<file path="src/rtl/data_path_pkg.sv">
// Shared definitions for the channel data-path control blocks: session state
// encoding, word size and status-register bit positions.
package data_path_pkg;

  typedef enum logic [2:0] {
    ST_IDLE    = 3'd0,
    ST_CLEAR   = 3'd1,
    ST_CAPTURE = 3'd2,
    ST_DRAIN   = 3'd3,
    ST_DONE    = 3'd4
  } cap_state_t;

  localparam int BYTES_PER_WORD_DEF = 4;

  localparam int STAT_BUSY_BIT     = 0;
  localparam int STAT_DONE_BIT     = 1;
  localparam int STAT_OVERFLOW_BIT = 2;
  localparam int STAT_TIMEOUT_BIT  = 3;

  function automatic logic state_is_busy(input cap_state_t s);
    return (s == ST_CLEAR) || (s == ST_CAPTURE) || (s == ST_DRAIN);
  endfunction

endpackage

</file>
<file path="src/rtl/capture_drain_timer.sv">
// Run-length counter: counts consecutive qualifying cycles and flags the cycle
// that completes LIMIT of them. Used for the drain idle run and the watchdog.
module capture_drain_timer #(
  parameter int LIMIT = 16
) (
  input  logic clk,
  input  logic rst,
  input  logic clear,
  input  logic inc,
  output logic hit
);

  localparam int W = (LIMIT > 1) ? $clog2(LIMIT) : 1;
  localparam logic [W-1:0] LAST = W'(LIMIT - 1);

  logic [W-1:0] count;

  always_ff @(posedge clk or posedge rst) begin
    if (rst) begin
      count <= '0;
    end else if (clear) begin
      count <= '0;
    end else if (inc) begin
      count <= count + 1'b1;
    end
  end

  // hit fires on the LIMIT-th consecutive qualifying cycle, one edge before wrap
  assign hit = inc && (count == LAST);

endmodule

</file>
<file path="src/rtl/capture_seq_ctrl.sv">
// Acquisition session sequencer: arms record-enable, clears statistics, gates
// source-FIFO reads up to a byte length, drains, then reports done.
// Optional capture watchdog and sticky timeout output: CAPTURE_TIMEOUT_EN.
module capture_seq_ctrl
  import data_path_pkg::*;
#(
  parameter int BYTES_PER_WORD = BYTES_PER_WORD_DEF,
  parameter int DRAIN_IDLE     = 16
`ifdef CAPTURE_TIMEOUT_EN
  , parameter int TIMEOUT_CYCLES = 1000000
`endif
) (
  input  logic        clk_pcie,
  input  logic        data_path_rst,
  input  logic        start,
  input  logic        stop,
  input  logic [63:0] capture_len,
  input  logic        src_empty,
  input  logic        src_full,
  input  logic        ddr3_fifo_full,
  output logic        rec_en,
  output logic        src_rd_en,
  output logic        size_clear,
  output logic [63:0] byte_count,
  output logic        busy,
  output logic        done,
  output logic        overflow,
  output logic [2:0]  state_o
`ifdef CAPTURE_TIMEOUT_EN
  , output logic      timeout
`endif
);

  cap_state_t  state, next_state;
  logic [63:0] len_q;
  logic [64:0] bc_plus_word;
  logic        len_ok, len_hit, drain_hit, wd_hit;

  // Read gating is purely combinational so a read lands the same cycle data is offered
  assign len_ok       = (len_q == 64'd0) || (byte_count < len_q);
  assign src_rd_en    = ((state == ST_CAPTURE) || (state == ST_DRAIN)) &&
                        !src_empty && !ddr3_fifo_full && len_ok;
  assign bc_plus_word = {1'b0, byte_count} + 65'(BYTES_PER_WORD);
  assign len_hit      = src_rd_en && (len_q != 64'd0) && (bc_plus_word >= {1'b0, len_q});

  capture_drain_timer #(.LIMIT(DRAIN_IDLE)) u_drain_timer (
    .clk   (clk_pcie),
    .rst   (data_path_rst),
    .clear ((state != ST_DRAIN) || !src_empty),
    .inc   ((state == ST_DRAIN) && src_empty),
    .hit   (drain_hit)
  );

`ifdef CAPTURE_TIMEOUT_EN
  capture_drain_timer #(.LIMIT(TIMEOUT_CYCLES)) u_watchdog (
    .clk   (clk_pcie),
    .rst   (data_path_rst),
    .clear ((state != ST_CAPTURE) || src_rd_en),
    .inc   ((state == ST_CAPTURE) && !src_rd_en),
    .hit   (wd_hit)
  );

  always_ff @(posedge clk_pcie or posedge data_path_rst) begin
    if (data_path_rst) begin
      timeout <= 1'b0;
    end else if (state == ST_CLEAR) begin
      timeout <= 1'b0;
    end else if (wd_hit) begin
      timeout <= 1'b1;
    end
  end
`else
  assign wd_hit = 1'b0;
`endif

  always_comb begin
    next_state = state;
    case (state)
      ST_IDLE:    if (start) next_state = ST_CLEAR;
      ST_CLEAR:   next_state = stop ? ST_DRAIN : ST_CAPTURE;
      ST_CAPTURE: if (stop || len_hit || wd_hit) next_state = ST_DRAIN;
      ST_DRAIN:   if (drain_hit) next_state = ST_DONE;
      ST_DONE:    if (start) next_state = ST_CLEAR;
      default:    next_state = ST_IDLE;
    endcase
  end

  // rec_en is decoded from next_state so it drops on the very edge DRAIN is entered
  always_ff @(posedge clk_pcie or posedge data_path_rst) begin
    if (data_path_rst) begin
      state      <= ST_IDLE;
      rec_en     <= 1'b0;
      len_q      <= 64'd0;
      byte_count <= 64'd0;
      overflow   <= 1'b0;
    end else begin
      state  <= next_state;
      rec_en <= (next_state == ST_CAPTURE);
      if (state == ST_CLEAR) begin
        len_q      <= capture_len;
        byte_count <= 64'd0;
        overflow   <= 1'b0;
      end else begin
        if (src_rd_en) begin
          byte_count <= byte_count + 64'(BYTES_PER_WORD);
        end
        if (rec_en && src_full) begin
          overflow <= 1'b1;
        end
      end
    end
  end

  assign size_clear = (state == ST_CLEAR);
  assign busy       = state_is_busy(state);
  assign done       = (state == ST_DONE);
  assign state_o    = state;

endmodule

</file>
<file path="config.mk">
export PLATFORM = sky130hd
export DESIGN_NAME = capture_seq_ctrl
export DESIGN_NICKNAME = d
export VERILOG_FILES = /design/src/rtl/data_path_pkg.sv /design/src/rtl/capture_drain_timer.sv /design/src/rtl/capture_seq_ctrl.sv
export SDC_FILE = /design/constraint.sdc
export NUM_CORES = 1
export LEC_CHECK = 0
export CAP_MARGIN = 15
export CORE_MARGIN = 2
export CORE_UTILIZATION = 40
export DETAILED_ROUTE_END_ITERATION = 6
export GPL_ROUTABILITY_DRIVEN = 1
export SLEW_MARGIN = 40
export SYNTH_ARGS = -nofsm -noshare
export SYNTH_HDL_FRONTEND = slang
export SYNTH_SLANG_ARGS = --single-unit
</file>
<file path="constraint.sdc">
create_clock -name clk_pcie -period 4.68 [get_ports clk_pcie]
set_input_delay 0.936 -clock clk_pcie [delete_from_list [all_inputs] [get_ports clk_pcie]]
set_output_delay 0.936 -clock clk_pcie [all_outputs]
set_load 0.02 [all_outputs]
</file>
# Yosys cells after proc, flatten, opt, wreduce, memory -nomap -nowiden
# Cells that the tools add are included.
# word_totals
reg_bits	137
inputBits	71
output_inout_bits	73
wordCells	52
# op_classes
n_addsub	3
magnitude_cmp	2
eq_ne	7
mux	11
n_reduce_logical	23
# op_table
cell	count
64-bit 2-to-1 mux	2
64-bit by 3-bit adder with 65-bit output, second input constant	1
65-bit by 64-bit greater-or-equal comparator with 1-bit output	1
64-bit by 3-bit adder with 64-bit output, second input constant	1
64-bit logical NOT	1
64-bit < comparator	1
64-bit nonzero test	1
3-bit case mux with 4 select lines	1
3-bit by 2-bit equality test with 1-bit output, second input constant	3
3-bit 2-to-1 mux	3
1-bit logical AND	8
4-bit 2-to-1 mux	2
1-bit logical OR	6
2-bit nonzero test	3
4-bit by 1-bit adder with 4-bit output, second input constant	1
4-bit equality test, second input constant	1
3-bit by 1-bit equality test with 1-bit output, second input constant	1
3-bit equality test, second input constant	1
3-bit logical NOT	1
1-bit 2-to-1 mux	3
3-bit by 2-bit inequality test with 1-bit output, second input constant	1
1-bit logical NOT	2
2-bit OR reduction	1

# Longest topological paths before layout
# depth
word_depth	11
ltp_mapped	16
depth_no_buf	15

# Hierarchy
# A second synthesis with hierarchy kept.
# hier_totals
hier_cells	1121
hier_area_um2	9679.3
# modules_own_cells
mod	instances	cells_per_inst	area_each_um2	seq_area_each_um2
capture_seq_ctrl	1	1102	9447.8	3278.1
capture_drain_timer	1	19	231.5	100.1

# Worst setup path before layout
# No wires, ideal clock.
# synth_timing
path_type	reg-to-reg
startpoint	register byte_count[32]
endpoint	register state[0] (netlist: state_o[0])
setup_time_ns	0.134
arrival_time_ns	3.713
t_required_ns	4.546
slack_ns	0.833
path_stages_with_launch	16
n_path_buf	1
period_less_slack_ns	3.847
cell_sequence	dfrtp_1 and3_1 nand4_1 nor3_1 and3_1 clkbuf_2 a21oi_1 or2_2 ha_1 a21o_1 a21o_1 a21oi_1 nor2_1 o41ai_1 nor4b_1 o21ai_1
# synth_via
elab_chain_len	8
elab_cells_between_ends	10
cone_classes	1 x add/sub; 2 x order compare; 2 x mux; 5 x reduce/logical
# synth_lines
item	line_no	rtl
start: declaration	capture_seq_ctrl.sv:24	output logic [63:0] byte_count,
start signal: assignment	capture_seq_ctrl.sv:105	byte_count <= byte_count + 64'(BYTES_PER_WORD);
branches (longest 4 deep; another with 64-bit by 3-bit adder with 65-bit output)	n/a	
1-bit logical AND *	capture_seq_ctrl.sv:44	assign len_hit = src_rd_en && (len_q != 64'd0) && (bc_plus_word >= {1'b0, len_q});
1-bit logical OR *	capture_seq_ctrl.sv:81	ST_CAPTURE: if (stop || len_hit || wd_hit) next_state = ST_DRAIN;
3-bit 2-to-1 mux *	capture_seq_ctrl.sv:81	
3-bit case mux with 4 select lines *	capture_seq_ctrl.sv:78	case (state)
via next_state[0]	capture_seq_ctrl.sv:34	cap_state_t state, next_state;
end signal: assignment	capture_seq_ctrl.sv:97	state <= next_state;
end: declaration	capture_seq_ctrl.sv:34	
# Mark *: on every way through the listed nets, which the timed path passes.
# A chain may end at the register's enable or synchronous reset.

# Worst setup path in the final report
# layout_timing
startpoint	input src_empty
endpoint	output src_rd_en
# layout_via
elab_chain_len	4
# layout_lines
item	line_no	rtl
start: declaration	capture_seq_ctrl.sv:18	input logic src_empty,
1-bit logical NOT	capture_seq_ctrl.sv:42	!src_empty && !ddr3_fifo_full && len_ok;
1-bit logical AND	capture_seq_ctrl.sv:41	assign src_rd_en = ((state == ST_CAPTURE) || (state == ST_DRAIN)) &&
1-bit logical AND (2 in series)	capture_seq_ctrl.sv:42	
end: declaration	capture_seq_ctrl.sv:22	output logic src_rd_en,
# Every way passes these cells.

==> flow_metrics.env <==
export IMPL_cts_tree="built"
export IMPL_cts_sinks=135
export IMPL_dieArea_um2=25400
export IMPL_core_um2=23600
export IMPL_relSlewSlack_pct=46.9
export IMPL_vias=8924
export IMPL_ys_warn_count=0
export IMPL_grt_start_max_net_pins=93
export IMPL_hold_path_depth=1
export IMPL_post_drt_via_cell_ratio=5.55
export IMPL_fin_ws_ps=269
export IMPL_place_ws_ps=-71.9
export IMPL_leakage_nw=5.47
export IMPL_critPathKind="input pin to output port"
export IMPL_worst_pin_slew_ps=796
export IMPL_final_util_pct=51.7
export IMPL_worst_path_buf_inv=3
export IMPL_crit_slowest_cell="clkdlybuf4s50_1"
export IMPL_cts_buffers=17
export IMPL_final_antenna_net_count=0
export IMPL_max_freq_mhz=227
export IMPL_diodes=0
export IMPL_setup_viol=0
export IMPL_drc=0
export IMPL_syn_instance_count=1131
export IMPL_die_y_um=159
export IMPL_swShare_pct=40.6
export IMPL_pwr_density_cell_nw_per_um2=501
export IMPL_ys_ff_latch=135
export IMPL_post_cts_setup_buffers=0
export IMPL_startpoint_type="input pin"
export IMPL_hold_viol=0
export IMPL_ios=144
export IMPL_ir_worst_vdd_mv=0.235
export IMPL_status="finished clean"
export IMPL_cts_hold_buf=0
export IMPL_cp_required_ps=3740
export IMPL_synth_distinct_cells=61
export IMPL_ctsLongestPathBuffers=2
export IMPL_h_tree_depth=4
export IMPL_wire_per_inst_um=19.2
export IMPL_synth_most_common_cell="nand2_1"
export IMPL_die_w_um=159
export IMPL_synth_async_reset_ratio_pct=100
export IMPL_synth_area_top_cells="dfrtp_1, ha_1, nand2_1, o21ai_0, a21oi_1"
export IMPL_dpl_hpwl_mm=23.1
export IMPL_final_nets=1475
export IMPL_worst_setup_path_end_kind="output port"
export IMPL_insertion_delay_ps=440
export IMPL_cp_max_fo=2
export IMPL_power_mw=6.12
export IMPL_crit_chain="clkdlybuf4s50_1 -> nor4b_4 -> o211ai_1 -> a2111oi_2 -> o2111ai_2 -> a2111oi_4 -> nor2_4 -> inv_1 -> dlygate4sd2_1"
export IMPL_portBuffers=141
export IMPL_synth_common_cells="nand2_1, dfrtp_1, ha_1"
export IMPL_syn_to_final_growth_pct=26.4
export IMPL_rows=56
export IMPL_post_route_period_util_pct=94.3
export IMPL_first_pass_iters=5
export IMPL_nFillCells=2244
export IMPL_synth_edf_count=0
export IMPL_synth_area_um2=9660
export IMPL_finalMaxSlewViolations=0
export IMPL_track_usage_pct=24.5
export IMPL_grt_pass1_vias=8798
export IMPL_rr_worst_depth=16
export IMPL_min_period_ps=4410
export IMPL_drtIter0Drc=671
export IMPL_clock_root_buffer="clkbuf_16"
export IMPL_gp_congestion=0.861
export IMPL_pwr_share_clk_pct=25.7
export IMPL_rsz0062_at_grt="false"
export IMPL_synth_largest_area_cell="dfrtp_1"
export IMPL_clock_skew_ps=11.7
export IMPL_synthDominantCellAreaShare_pct=35.0
export IMPL_syn_area_per_cell_um2=8.54
export IMPL_yosysSeqAreaShare_pct=35.0
export IMPL_grt_overflow_total=0
export IMPL_crit_family="compound AO/OA/AOI/OAI gates"
export IMPL_synth_main_ff_cell="dfrtp_1"
export IMPL_arrival_ps=3480
export IMPL_pwr_share_seq_pct=29.7
export IMPL_regArea_um2=3380
export IMPL_multi_input_area_um2=5760
export IMPL_clk_pin_slew_ps=60
export IMPL_cpPeakStageDelay_ps=470
export IMPL_start_util_pct=40.9
export IMPL_route_final_wire_length_mm=30.9
export IMPL_p_int_mw=3.63
export IMPL_grt_pass1_wl_mm=48.8
export IMPL_critical_path_depth=9
export IMPL_drive_gt1_share_pct=7.60
export IMPL_worstHoldPathType="flop to flop"
export IMPL_power_frac_comb_pct=44.6
export IMPL_cap_violations=0
export IMPL_p_switching_mw=2.49
export IMPL_antenna_found_initial=0
-- placed cells by master (no fill, tap or decap), drive strengths merged, types with 4 or more instances in the layout --
cell type / instances
clkinv: 5
nor2: 38
nor2b: 4
or3: 4
clkdlybuf4s50: 140
and4: 13
a21o: 22
and2: 5
nand2: 153
a31oi: 5
o211ai: 4
inv: 96
clkbuf: 17
nor4: 24
or2: 17
nor3: 25
nand3: 50
ha: 126
and3: 11
xnor2: 30
xor2: 15
nand4: 40
dfrtp: 135
a21oi: 95
bufinv: 6
a211oi: 5
o21ai: 100
o22ai: 14
buf: 29
o21a: 21
-- worst reg2reg max path, delay by kind of cell (launching register included) --
kind            cells  cell delay [ps]
simple gates       10             2530
flops               1              470
fa+ha+maj           1              280
buf+inv             2              360
compound gates      3              600
-- flip-flops by register name (all words and copies together), names as in the netlist --
register	count
len_q	64
byte_count	62
u_drain_timer.count	4
state_o	3
overflow	1
rec_en	1
-- what timing repair did --
| action | in CTS | in global routing |
|---|---|---|
| pin swaps | 1 | 1 |
| resized for setup | 2 | 0 |
| gates cloned | 0 | 0 |
| setup endpoints to repair | 1 | 1 |
| hold endpoints to repair | 0 | 0 |
-- area by class of cell --
type                       count  area share (%)
tap                          319            3.27
clock buffer                  17            3.48
clock inverter                14            2.04
inverter                      94            2.97
timing repair buffer         170            13.4
sequential                   135            27.7
multi-input combinational    860            47.1
-- layer usage --
layer  part of all wire (%)  vias up  global-route usage [%]
met4                    2.4        0                    8.39
met3                    5.6       45                    4.22
li1                       -     4361                       -
met1                     44     4232                    31.6
met5                      0        -                       0
met2                     48      286                    41.6
-- cell families after synthesis --
logic type / after synthesis / synth area share [%]
compound gates: 292 / 18.3
fa+ha+maj: 126 / 16.3
xor+xnor: 45 / 4.08
other cells: 1 / 0.0388
simple gates: 394 / 20.5
buf+inv: 137 / 5.67
flops: 135 / 35.0
mux: 1 / 0.117
-- worst paths after layout --
| path | from | to | slack [ps] |
|---|---|---|---|
| min in group asynchronous | data_path_rst | overflow$_DFFE_PP0P_ | 990 |
| min reg2reg | u_drain_timer.count[0]$_DFF_PP0_ | u_drain_timer.count[0]$_DFF_PP0_ | 460 |
| max in group asynchronous | data_path_rst | len_q[30]$_DFFE_PP0P_ | 2890 |
| max | src_empty | src_rd_en | 270 |
| min | u_drain_timer.count[0]$_DFF_PP0_ | u_drain_timer.count[0]$_DFF_PP0_ | 460 |
| max reg2reg | byte_count[4]$_DFFE_PP0P_ | rec_en$_DFF_PP0_ | 320 |
-- metrics by stage --
stage / setup TNS [ps] / instances / hold slack, ps / instance area, um^2
floorplan: 0 / 1132 / 433 / 9660
global placement: -18.1 / 1578 / 458 / 11500
detailed placement: -71.9 / 1578 / 461 / 11500
CTS: 0 / 1609 / 469 / 12200
global route: 0 / 1609 / 500 / 12200
finish: 0 / 1609 / 465 / 12200
-- power by group through the flow --
stage	Combinational, mW	Sequential (mW)	Clock (mW)
after floorplan	1.53	1.95	0
after global placement	2.66	1.83	0
after detailed placement	2.70	1.83	0
after CTS	2.73	1.81	1.59
after global routing	3.08	1.86	1.64
final	2.73	1.82	1.57
Note: power is estimated with default switching activity, not from simulation.
